[src/rtl/rf_sync_master.sv]
// Register-file sync master: stalls the pipeline, drains it, then reloads the selected GPRs from a snapshot buffer.
// Optional macro RF_SYNC_CNT_EN adds the saturating sync_cnt write counter port.
module rf_sync_master #(
  parameter int SNAP_LAT = 1,
  parameter int CNT_W    = 16
) (
  input  logic             cpu_clk,
  input  logic             cpu_rst,
  input  logic             sync_start,
  input  logic [31:0]      sync_mask,
  input  logic             pipe_idle,
  output logic             cpu_stall,
  output logic             busy,
  output logic [4:0]       snap_raddr,
  input  logic [31:0]      snap_rdata,
  output logic             sync_we,
  output logic [4:0]       sync_dst,
  output logic [31:0]      sync_val,
  output logic             sync_done
`ifdef RF_SYNC_CNT_EN
  ,
  output logic [CNT_W-1:0] sync_cnt
`endif
);

  // state   | meaning
  // S_IDLE  | waiting for sync_start
  // S_DRAIN | pipeline stalled, waiting for pipe_idle
  // S_READ  | present lowest pending register to the snapshot buffer
  // S_WRITE | write snapshot data into the RF (one cycle)
  // S_DONE  | one-cycle completion pulse, stall released next cycle

  if (SNAP_LAT != 1) begin : g_bad_snap_lat
    $error("rf_sync_master: only SNAP_LAT == 1 is supported");
  end

  typedef enum logic [2:0] {
    S_IDLE,
    S_DRAIN,
    S_READ,
    S_WRITE,
    S_DONE
  } state_t;

  state_t      state;
  state_t      state_nxt;
  logic [31:0] pend;
  logic [4:0]  dst_q;
  logic [4:0]  raddr_q;
  logic [4:0]  idx;

  // Lowest set bit wins; bit 0 is never set in pend.
  always_comb begin
    idx = '0;
    for (int i = 31; i >= 1; i--) begin
      if (pend[i]) idx = 5'(i);
    end
  end

  always_ff @(posedge cpu_clk or posedge cpu_rst) begin
    if (cpu_rst) state <= S_IDLE;
    else         state <= state_nxt;
  end

  always_comb begin
    state_nxt = state;
    case (state)
      S_IDLE:  if (sync_start) state_nxt = S_DRAIN;
      S_DRAIN: if (pipe_idle)  state_nxt = (pend != '0) ? S_READ : S_DONE;
      S_READ:  state_nxt = S_WRITE;
      S_WRITE: state_nxt = (pend != '0) ? S_READ : S_DONE;
      S_DONE:  state_nxt = S_IDLE;
      default: state_nxt = S_IDLE;
    endcase
  end

  always_ff @(posedge cpu_clk or posedge cpu_rst) begin
    if (cpu_rst) begin
      pend    <= '0;
      dst_q   <= '0;
      raddr_q <= '0;
    end else begin
      if (state == S_IDLE && sync_start) pend <= sync_mask & 32'hFFFF_FFFE;
      if (state == S_READ) begin
        pend[idx] <= 1'b0;
        dst_q     <= idx;
        raddr_q   <= idx;
      end
    end
  end

  always_comb begin
    busy       = (state != S_IDLE);
    cpu_stall  = (state != S_IDLE);
    snap_raddr = (state == S_READ) ? idx : raddr_q;
    sync_we    = (state == S_WRITE);
    sync_dst   = (state == S_WRITE) ? dst_q : 5'd0;
    sync_val   = (state == S_WRITE) ? snap_rdata : 32'd0;
    sync_done  = (state == S_DONE);
  end

`ifdef RF_SYNC_CNT_EN
  always_ff @(posedge cpu_clk or posedge cpu_rst) begin
    if (cpu_rst)                          sync_cnt <= '0;
    else if (sync_we && sync_cnt != '1)   sync_cnt <= sync_cnt + 1'b1;
  end
`endif

endmodule

[config.mk]
export PLATFORM = sky130hd
export DESIGN_NAME = rf_sync_master
export DESIGN_NICKNAME = d
export VERILOG_FILES = /design/src/rtl/rf_sync_master.sv
export SDC_FILE = /design/constraint.sdc
export NUM_CORES = 1
export LEC_CHECK = 0
export CAP_MARGIN = 40
export CORE_MARGIN = 3
export CORE_UTILIZATION = 46
export DETAILED_ROUTE_END_ITERATION = 8
export PLACE_DENSITY = 0.93
export SYNTH_ARGS = -nofsm -noshare
export SYNTH_HDL_FRONTEND = slang
export SYNTH_SLANG_ARGS = --single-unit
[constraint.sdc]
create_clock -name cpu_clk -period 3.65 [get_ports cpu_clk]
set_clock_uncertainty 0.1 [all_clocks]
set_input_delay 0.73 -clock cpu_clk [delete_from_list [all_inputs] [get_ports cpu_clk]]
set_output_delay 0.73 -clock cpu_clk [all_outputs]
set_load 0.005 [all_outputs]
==> reports/qor.csv, run 1 <==
stage,metric,value,unit
route,drc,0,
synth,ys_ff_latch,45,
die,die_area,6660,µm²
setup_path,crit_fanout,5,
synth,yosysMostFrequentCell,dfrtp_1,
setup_path,cp.required,2.82,ns
setup_path,crit_path_cell_trace,"or4_1, or3_1, a31oi_2, o21a_2, nor3_1, a21o_1, clkdlybuf4s50_1",
global_route,grt_busiest_layer,met2,
hold_path,hold_path_class,reg -> reg,
global_route,grt_pass1_vias,2511,
route,via_count,2688,
placement,numPortBuffers,112,
finish,nFillCells,381,
clock_tree,cts-root-buf,clkbuf_8,
timing,worst_pin_slew,0.566,ns
timing,period_minus_slack,3.57,ns
status,status,"finished, final reports clean",
route,wire_per_inst,16.7,µm
synth,yosys.area.top_type,dfrtp_1,
global_route,grt_pass1_wl,12100,µm
clock_tree,cts_sinks,45,
route,drtAntennaViolNets,0,
hold_path,min-delay-start,dst_q[4]$_DFFE_PP0P_,
die,rows,26,
timing,fin_tns_setup,0,ns
synth,yosysWarnings,0,
setup_path,r2r-start,pend[8]$_DFF_PP0_,
synth,syn_area,2630,µm²
clock_tree,cts_hold_buf,0,
finish,diodes,0,
finish,multiInputGateArea,1460,µm²
placement,dpl.hpwl,5940,µm
job,max_cap_violations,0,
clock_tree,htree_levels,2,
route,drt_wl_total,7990,µm
synth,synth_nets,362,
die,start_util,0.496,
die,die_w,81.6,µm
clock_tree,cts_made_buffers,5,
synth,syn_area_per_cell,8.94,µm²
clock_tree,tritoncts,yes,
setup_path,slowest_delay,0.55,ns
finish,seqCellArea,1130,µm²
route,via_per_inst,5.61,
synth,synth_top_cell_area_share,0.428,
setup_path,crit_type,reg -> out,
setup_path,critPathSlowestCell,or4_1,
synth,synth_common_cells,"45 x dfrtp_1, 38 x and2_1, 33 x nor2_1",
hold_path,holdPathStages,2,
setup_path,timing.critical_path.from,pend[15]$_DFF_PP0_,
timing,drv_slew,0,
synth,async_flop_share,1.00,
clock_tree,cts_buffer_depth,2,
timing,hold_ws,0.377,ns
finish,post-route-util,0.747,
synth,synth_cell_types,44,
global_route,met3_usage,0.0691,
finish,drive_above_1_share,0.0905,
global_route,gr-usage-all-layers,0.234,
pwr,power.density,788,nW/µm²
die,io_pins,114,
global_route,grt_max_degree,46,
synth,synth-edff-count,0,
synth,netlist_top_cells_area,"dfrtp_1 43%, mux2i_1 9.1%, and2_1 9.0%",
pwr,ir_drop,497,µV
synth,synth_cells,294,
pwr,power,3.12,mW
global_route,antenna_found_initial,0,
synth,ys_seq_area_frac,0.428,
die,die_h,81.6,µm
setup_path,reg2reg_depth,6,
timing,setup_viol,0,
die,core,5300,µm²
global_route,met2_usage,0.434,
timing,fmax,0.280,GHz
global_route,grt_use_met1,0.258,
placement,gp_congestion,0.878,
setup_path,cp-end-kind,output port,
route,drtIter0Drc,157,
setup_path,critPathArrivalTime,2.74,ns
clock_tree,clk_latency,0.30,ns
finish,nets,476,
finish,area_growth,50.7,%
setup_path,startpoint_type,flip-flop,
route,first_pass_iters,5,
timing,hold_violations,0,
timing,maxSlewHeadroom,0.619,
global_route,overflow,0,
pwr,leakage,1.59,nW
timing,period_share,0.977,
clock_tree,path_clk_slew,0.08,ns
synth,ys.flop_type,dfrtp_1,
[repair_timing]
action / in CTS / in global routing
setup buffers: 0 / 3
endpoints found under the setup margin: 0 / 4
gates resized for setup: 0 / 8
[cell families after synthesis]
kind of cell	synth area share
multiplexers	0.0914
AND/OR/NAND/NOR	0.266
AO/OA/AOI/OAI	0.178
buffers and inverters	0.0357
flip-flops	0.428
[worst max-delay path: cells and delay by family, from the launching register on]
kind / cells / cell delay, ns
simple gates: 3 / 0.96
compound gates: 3 / 0.61
buf+inv: 1 / 0.45
flops: 1 / 0.42
[power breakdown]
part           switching [mW]  internal, mW
clock                   0.165         0.133
sequential              0.219         0.697
combinational            1.01         0.898
[sequential cells by signal, indices dropped and copies added, names as in the netlist]
signal,count
raddr_q,5
pend,32
state,3
dst_q,5
[routing by layer]
metal	vias up	routed length (µm)
met2	157	3940
met3	23	920
met1	1243	2980
li1	1265	-
met5	-	0
met4	0	158
[path summary, 6_finish.rpt]
path                                         to  slack [ns]
max                               snap_raddr[1]        0.08
min                        dst_q[4]$_DFFE_PP0P_        0.38
max reg2reg                  pend[13]$_DFF_PP0_        1.11
min reg2reg                dst_q[4]$_DFFE_PP0P_        0.38
max in group asynchronous    pend[13]$_DFF_PP0_        2.29
min in group asynchronous  state[0]$_DFFE_PP0P_        0.78
[through the flow]
stage                     area [µm²]  setup slack, ns  cells
after CTS                       3900          0.00494    476
after global placement          3810            0.427    468
after floorplan                 2630             1.02    294
after global routing            3960          -0.0272    479
final                           3960           0.0822    479
after detailed placement        3810            0.368    468
[cell usage in the layout, fill, tap and decap left out, types with 2 or more instances in the layout]
cell               n
or3_1              4
nor4_1             5
clkdlybuf4s50_1  112
nor3b_1            2
a31oi_1            2
clkinv_2           2
clkbuf_8           5
nor4_2             2
and2_1            38
nand2_1           26
mux2i_1           24
a21o_1             3
buf_4              7
a21oi_1           30
a21oi_2            8
nor3_1             7
a221oi_2           3
nor2_2             2
nor2_1            32
o21ai_0            9
and3_1             2
dfrtp_1           45
nor2b_1            2
nand2b_1           3
or4_1              3
inv_1              9
o21bai_1           2
[final cells by class]
cell class | count | area share
sequential | 45 | 0.284
tap | 70 | 0.0221
inverter | 9 | 0.00853
clock buffer | 6 | 0.0183
clock inverter | 2 | 0.00253
multi-input combinational | 228 | 0.368
timing repair buffer | 119 | 0.296
(Power assumes the default switching activity.)
==> inputs of run 2 (changes only) <==
HOLD_SLACK_MARGIN = 0.03   (was not set)
RECOVER_POWER = 50   (was not set)
SKIP_CTS_REPAIR_TIMING = 1   (was not set)
==> reports/qor.csv, run 2 (same netlist as run 1, synthesis figures left out) <==
stage,metric,value,unit,change
global_route,antenna_found_initial,0,,unchanged
setup_path,cp.required,2.82,ns,about the same
finish,nets,476,,unchanged
timing,maxSlewHeadroom,-0.583,,was 0.619
timing,fin_tns_setup,0,ns,unchanged
clock_tree,clk_latency,0.30,ns,about the same
status,violations,"max-capacitance violations, max-slew violations",,
clock_tree,cts-root-buf,clkbuf_8,,unchanged
clock_tree,path_clk_slew,0.08,ns,about the same
setup_path,critPathArrivalTime,2.74,ns,about the same
finish,final_cell_mix,"111 x clkdlybuf4s50_1, 45 x dfrtp_1, 38 x and2_1",,"was 112 x clkdlybuf4s50_1, 45 x dfrtp_1, 38 x and2_1"
pwr,leakage,1.59,nW,about the same
route,drtAntennaViolNets,0,,unchanged
timing,period_minus_slack,3.57,ns,about the same
setup_path,reg2reg_depth,6,,unchanged
global_route,gr-usage-all-layers,0.234,,unchanged
global_route,grt_pass1_wl,12100,µm,unchanged
route,first_pass_iters,5,,unchanged
finish,nFillCells,384,,was 381
timing,fmax,0.280,GHz,about the same
timing,hold_violations,0,,unchanged
die,die_h,81.6,µm,unchanged
setup_path,r2r-start,pend[8]$_DFF_PP0_,,unchanged
placement,numPortBuffers,112,,unchanged
route,via_per_inst,5.61,,unchanged
setup_path,r2r_slack,1.09,ns,was 1.11 ns
timing,setup_viol,0,,unchanged
status,status,finished with violations,,"was finished, final reports clean"
setup_path,crit_end,snap_raddr[1],,unchanged
global_route,overflow,0,,unchanged
timing,period_share,0.977,,about the same
setup_path,timing.rr.end,pend[13]$_DFF_PP0_,,unchanged
route,wire_per_inst,16.7,µm,about the same
finish,largest_register_ff_count,32,,unchanged
clock_tree,tritoncts,yes,,unchanged
placement,dpl.hpwl,5940,µm,unchanged
clock_tree,cts_buffer_depth,2,,unchanged
die,die_area,6660,µm²,unchanged
finish,drive_above_1_share,0.0880,,was 0.0905
setup_path,crit_type,reg -> out,,unchanged
route,drt_wl_total,7990,µm,about the same
timing,drv_slew,46,,was 0
setup_path,startpoint_type,flip-flop,,unchanged
timing,worst_pin_slew,2.37,ns,was 0.566 ns
die,start_util,0.496,,unchanged
job,max_cap_violations,1,,was 0
clock_tree,htree_levels,2,,unchanged
hold_path,hold_path_class,reg -> reg,,unchanged
pwr,power,3.12,mW,about the same
die,die_w,81.6,µm,unchanged
placement,gp_congestion,0.878,,unchanged
finish,diodes,0,,unchanged
route,drc,0,,unchanged
placement,dp.cells,468,,unchanged
pwr,ir_drop,497,µV,about the same
die,rows,26,,unchanged
pwr,power.density,790,nW/µm²,was 788 nW/µm²
finish,largest-register,pend,,unchanged
route,drtIter0Drc,159,,was 157
finish,area_growth,50.5,%,was 50.7%
die,io_pins,114,,unchanged
clock_tree,cts_made_buffers,5,,unchanged
die,core,5300,µm²,unchanged
finish,reg_top3,"pend: 32 flops, dst_q: 5 flops, raddr_q: 5 flops",,unchanged
setup_path,crit_fanout,5,,unchanged
setup_path,timing.critical_path.from,pend[15]$_DFF_PP0_,,unchanged
global_route,grt_pass1_vias,2511,,unchanged
clock_tree,cts_sinks,45,,unchanged
global_route,grt_max_degree,46,,unchanged
route,via_count,2688,,unchanged
finish,final_common_cell,clkdlybuf4s50_1,,unchanged
setup_path,cp-end-kind,output port,,unchanged
finish,instances_no_fill,479,,unchanged
timing,hold_ws,0.377,ns,about the same
run 2: worst max-delay path, stage by stage, from the launching register on:
cell and delay (ns):
dfrtp_1 0.42, or4_1 0.55, or3_1 0.34, a31oi_2 0.20
o21a_2 0.22, nor3_1 0.07, a21o_1 0.19, clkdlybuf4s50_1 0.45
run 2: area by class of cell:
cell class                      instances  area, µm²  area share
Tap cell                               70       87.6      0.0221
Inverter                                9       33.8     0.00854
Multi-Input combinational cell        228       1460       0.369
Sequential cell                        45       1130       0.285
Clock inverter                          2       10.0     0.00253
Timing Repair Buffer                  119       1170       0.295
Clock buffer                            6       72.6      0.0183
run 2: how the worst min path moves through the flow:
stage	from	to	slack (ns)	cells after the start
6_report	dst_q[4]$_DFFE_PP0P_	dst_q[4]$_DFFE_PP0P_	0.38	2
5_1_grt	dst_q[1]$_DFFE_PP0P_	dst_q[1]$_DFFE_PP0P_	0.41	1
4_1_cts	dst_q[3]$_DFFE_PP0P_	dst_q[3]$_DFFE_PP0P_	0.38	2
3_5_place_dp	dst_q[3]$_DFFE_PP0P_	dst_q[3]$_DFFE_PP0P_	0.36	2
3_3_place_gp	dst_q[2]$_DFFE_PP0P_	dst_q[2]$_DFFE_PP0P_	0.35	2
2_1_floorplan	dst_q[2]$_DFFE_PP0P_	dst_q[2]$_DFFE_PP0P_	0.34	2
run 2: power by group:
| group | switching (mW) | leakage [nW] | internal [mW] |
|---|---|---|---|
| Combinational | 1.01 | 0.982 | 0.898 |
| Sequential | 0.219 | 0.559 | 0.697 |
| Clock | 0.165 | 0.0450 | 0.133 |
run 2: metrics by stage:
step           area [µm²]  utilization  worst slack [ns]
4_1_cts              3900        0.735           0.00494
5_1_grt              3960        0.746           -0.0272
2_1_floorplan        2630            -              1.02
3_5_place_dp         3810        0.719             0.368
6_report             3960        0.746            0.0827
3_3_place_gp         3810        0.719             0.427
run 2: layer usage:
| metal | global-route usage | part of all wire | vias up | wire length [µm] |
|---|---|---|---|---|
| li1 | - | - | 1266 | - |
| met1 | 0.258 | 0.37 | 1242 | 2970 |
| met2 | 0.434 | 0.49 | 159 | 3940 |
| met3 | 0.0691 | 0.12 | 21 | 927 |
| met4 | 0.0664 | 0.019 | 0 | 155 |
| met5 | 0 | 0 | - | 0 |
==> inputs of run 3 (changes only) <==
CELL_PAD_IN_SITES_DETAIL_PLACEMENT = 0   (was not set)
CELL_PAD_IN_SITES_GLOBAL_PLACEMENT = 2   (was not set)
CORE_UTILIZATION = 26   (was 46)
PLACE_DENSITY = 0.94   (was 0.93)
==> reports/qor.csv, run 3 (same netlist as run 1, synthesis figures left out) <==
stage,metric,value,unit,change
setup_path,cp-end-kind,output port,,unchanged
placement,numPortBuffers,112,,unchanged
timing,rsz0062_at_grt,no,,
die,die_h,107,µm,was 81.6 µm
finish,final_common_cell,clkdlybuf4s50_1,,unchanged
setup_path,slowest_delay,0.55,ns,about the same
global_route,grt_pass1_vias,2579,,was 2511
placement,place_ws,0.313,ns,was 0.368 ns
setup_path,critPathArrivalTime,2.72,ns,was 2.74 ns
finish,instances_no_fill,541,,was 479
timing,period_share,0.972,,was 0.977
setup_path,r2r-start,pend[15]$_DFF_PP0_,,was pend[8]$_DFF_PP0_
finish,largest-register,pend,,unchanged
setup_path,critPathBufInv,1,,unchanged
finish,drive_above_1_share,0.0907,,was 0.0880
global_route,gr-usage-all-layers,0.140,,was 0.234
route,via_per_inst,4.82,,was 5.61
pwr,clock_power_share,0.115,,was 0.095
pwr,p_seq_frac,0.286,,was 0.293
global_route,overflow,0,,unchanged
clock_tree,path_clk_slew,0.09,ns,was 0.08 ns
placement,placedInstanceArea,3890,µm²,was 3810 µm²
clock_tree,tritoncts,yes,,unchanged
die,die_area,11400,µm²,was 6660 µm²
global_route,grt_pass1_wl,12900,µm,was 12100 µm
route,first_pass_iters,4,,was 5
global_route,grt_max_degree,46,,unchanged
global_route,antenna_found_initial,0,,unchanged
pwr,ir_drop,441,µV,was 497 µV
route,drt_wl_total,8220,µm,was 7990 µm
setup_path,cp_top_family,simple AND/OR/NAND/NOR gates,,unchanged
setup_path,critPathSlowestCell,or4_4,,was or4_1
setup_path,startpoint_type,flip-flop,,unchanged
finish,fin_area,4060,µm²,was 3960 µm²
finish,reg_top3,"pend: 32 flops, dst_q: 5 flops, raddr_q: 5 flops",,unchanged
finish,post-route-util,0.413,,was 0.746
route,drtAntennaViolNets,0,,unchanged
pwr,power,3.20,mW,was 3.12 mW
timing,worst_pin_slew,1.13,ns,was 2.37 ns
timing,maxSlewHeadroom,0.249,,was -0.583
setup_path,cp.required,2.82,ns,about the same
clock_tree,cts-root-buf,clkbuf_8,,unchanged
timing,period_minus_slack,3.55,ns,was 3.57 ns
timing,hold_violations,0,,unchanged
die,start_util,0.268,,was 0.496
timing,finalWorstSetupSlack,0.101,ns,was 0.0827 ns
setup_path,timing.critical_path.from,pend[15]$_DFF_PP0_,,unchanged
pwr,power.density,788,nW/µm²,was 790 nW/µm²
clock_tree,cts_made_buffers,5,,unchanged
setup_path,crit_path_cell_trace,"or4_4, or3_1, a31oi_2, o21a_2, nor3_1, a21o_1, clkdlybuf4s50_1",,"was or4_1, or3_1, a31oi_2, o21a_2, nor3_1, a21o_1, clkdlybuf4s50_1"
clock_tree,cts_sinks,45,,unchanged
finish,diodes,0,,unchanged
placement,dp.cells,531,,was 468
pwr,internal_power,1.80,mW,was 1.73 mW
setup_path,crit_fanout,4,,was 5
route,drc,0,,unchanged
die,die_w,107,µm,was 81.6 µm
finish,area_growth,54.4,%,was 50.5%
job,max_cap_violations,0,,was 1
die,io_pins,114,,unchanged
finish,nets,476,,unchanged
placement,gp_congestion,0.848,,was 0.878
pwr,p_switching,1.40,mW,about the same
route,drtIter0Drc,124,,was 159
finish,largest_register_ff_count,32,,unchanged
pwr,combPwrFrac,0.599,,was 0.611
pwr,swShare,0.437,,was 0.447
pwr,leakage,1.60,nW,was 1.59 nW
timing,drv_slew,0,,was 46
clock_tree,htree_levels,2,,unchanged
finish,final_cell_mix,"110 x clkdlybuf4s50_1, 45 x dfrtp_1, 38 x and2_1",,"was 111 x clkdlybuf4s50_1, 45 x dfrtp_1, 38 x and2_1"
route,via_count,2608,,was 2688
route,wire_per_inst,15.2,µm,was 16.7 µm
hold_path,hold_path_class,reg -> reg,,unchanged
clock_tree,cts_buffer_depth,2,,unchanged
timing,fmax,0.282,GHz,was 0.280 GHz
timing,setup_viol,0,,unchanged
setup_path,crit_type,reg -> out,,unchanged
die,rows,36,,was 26
hold_path,min-delay-start,dst_q[4]$_DFFE_PP0P_,,unchanged
die,core,9820,µm²,was 5300 µm²
placement,dpl.hpwl,6360,µm,was 5940 µm
status,status,"finished, final reports clean",,was finished with violations
clock_tree,clk_latency,0.30,ns,about the same
[run 3: worst paths after layout]
path,to,slack (ns),depth (start not counted)
min reg2reg,dst_q[4]$_DFFE_PP0P_,0.37,2
max in group asynchronous,raddr_q[3]$_DFF_PP0_,1.63,3
max,snap_raddr[1],0.10,7
min in group asynchronous,state[0]$_DFFE_PP0P_,1.14,3
max reg2reg,pend[13]$_DFF_PP0_,1.00,7
min,dst_q[4]$_DFFE_PP0P_,0.37,2
[run 3: cell type report]
type                            instances  area, µm²
Sequential cell                        45       1130
Tap cell                              133        166
Multi-Input combinational cell        228       1460
Inverter                                9       33.8
Fill cell                            1011       5760
Clock buffer                            5       68.8
Clock inverter                          2       35.0
Timing Repair Buffer                  119       1170
[run 3: power groups by stage]
stage / registers [mW] / logic [mW] / clock network (mW)
4_1_cts: 0.906 / 1.83 / 0.379
6_report: 0.916 / 1.91 / 0.367
2_1_floorplan: 0.840 / 1.10 / 0
3_3_place_gp: 0.904 / 1.81 / 0
3_5_place_dp: 0.914 / 1.83 / 0
5_1_grt: 0.947 / 2.10 / 0.404
[run 3: worst min-delay path, cell delays in order, from the launching register on]
cell and delay (ns):
dfrtp_1 0.34, nand2_1 0.05, nand2_1 0.05
[run 3: through the flow]
stage	hold WS [ns]	TNS (ns)
after CTS	0.377	-0.0146
after global placement	0.350	0
final	0.372	0
after global routing	0.401	0
after floorplan	0.338	0
after detailed placement	0.356	0
[run 3: layer usage]
layer	vias to the layer above	routed length, µm	global-route usage
met5	-	0	0
met4	0	116	0.0329
met3	10	790	0.0437
met2	110	3890	0.244
met1	1224	3420	0.169
li1	1264	-	-
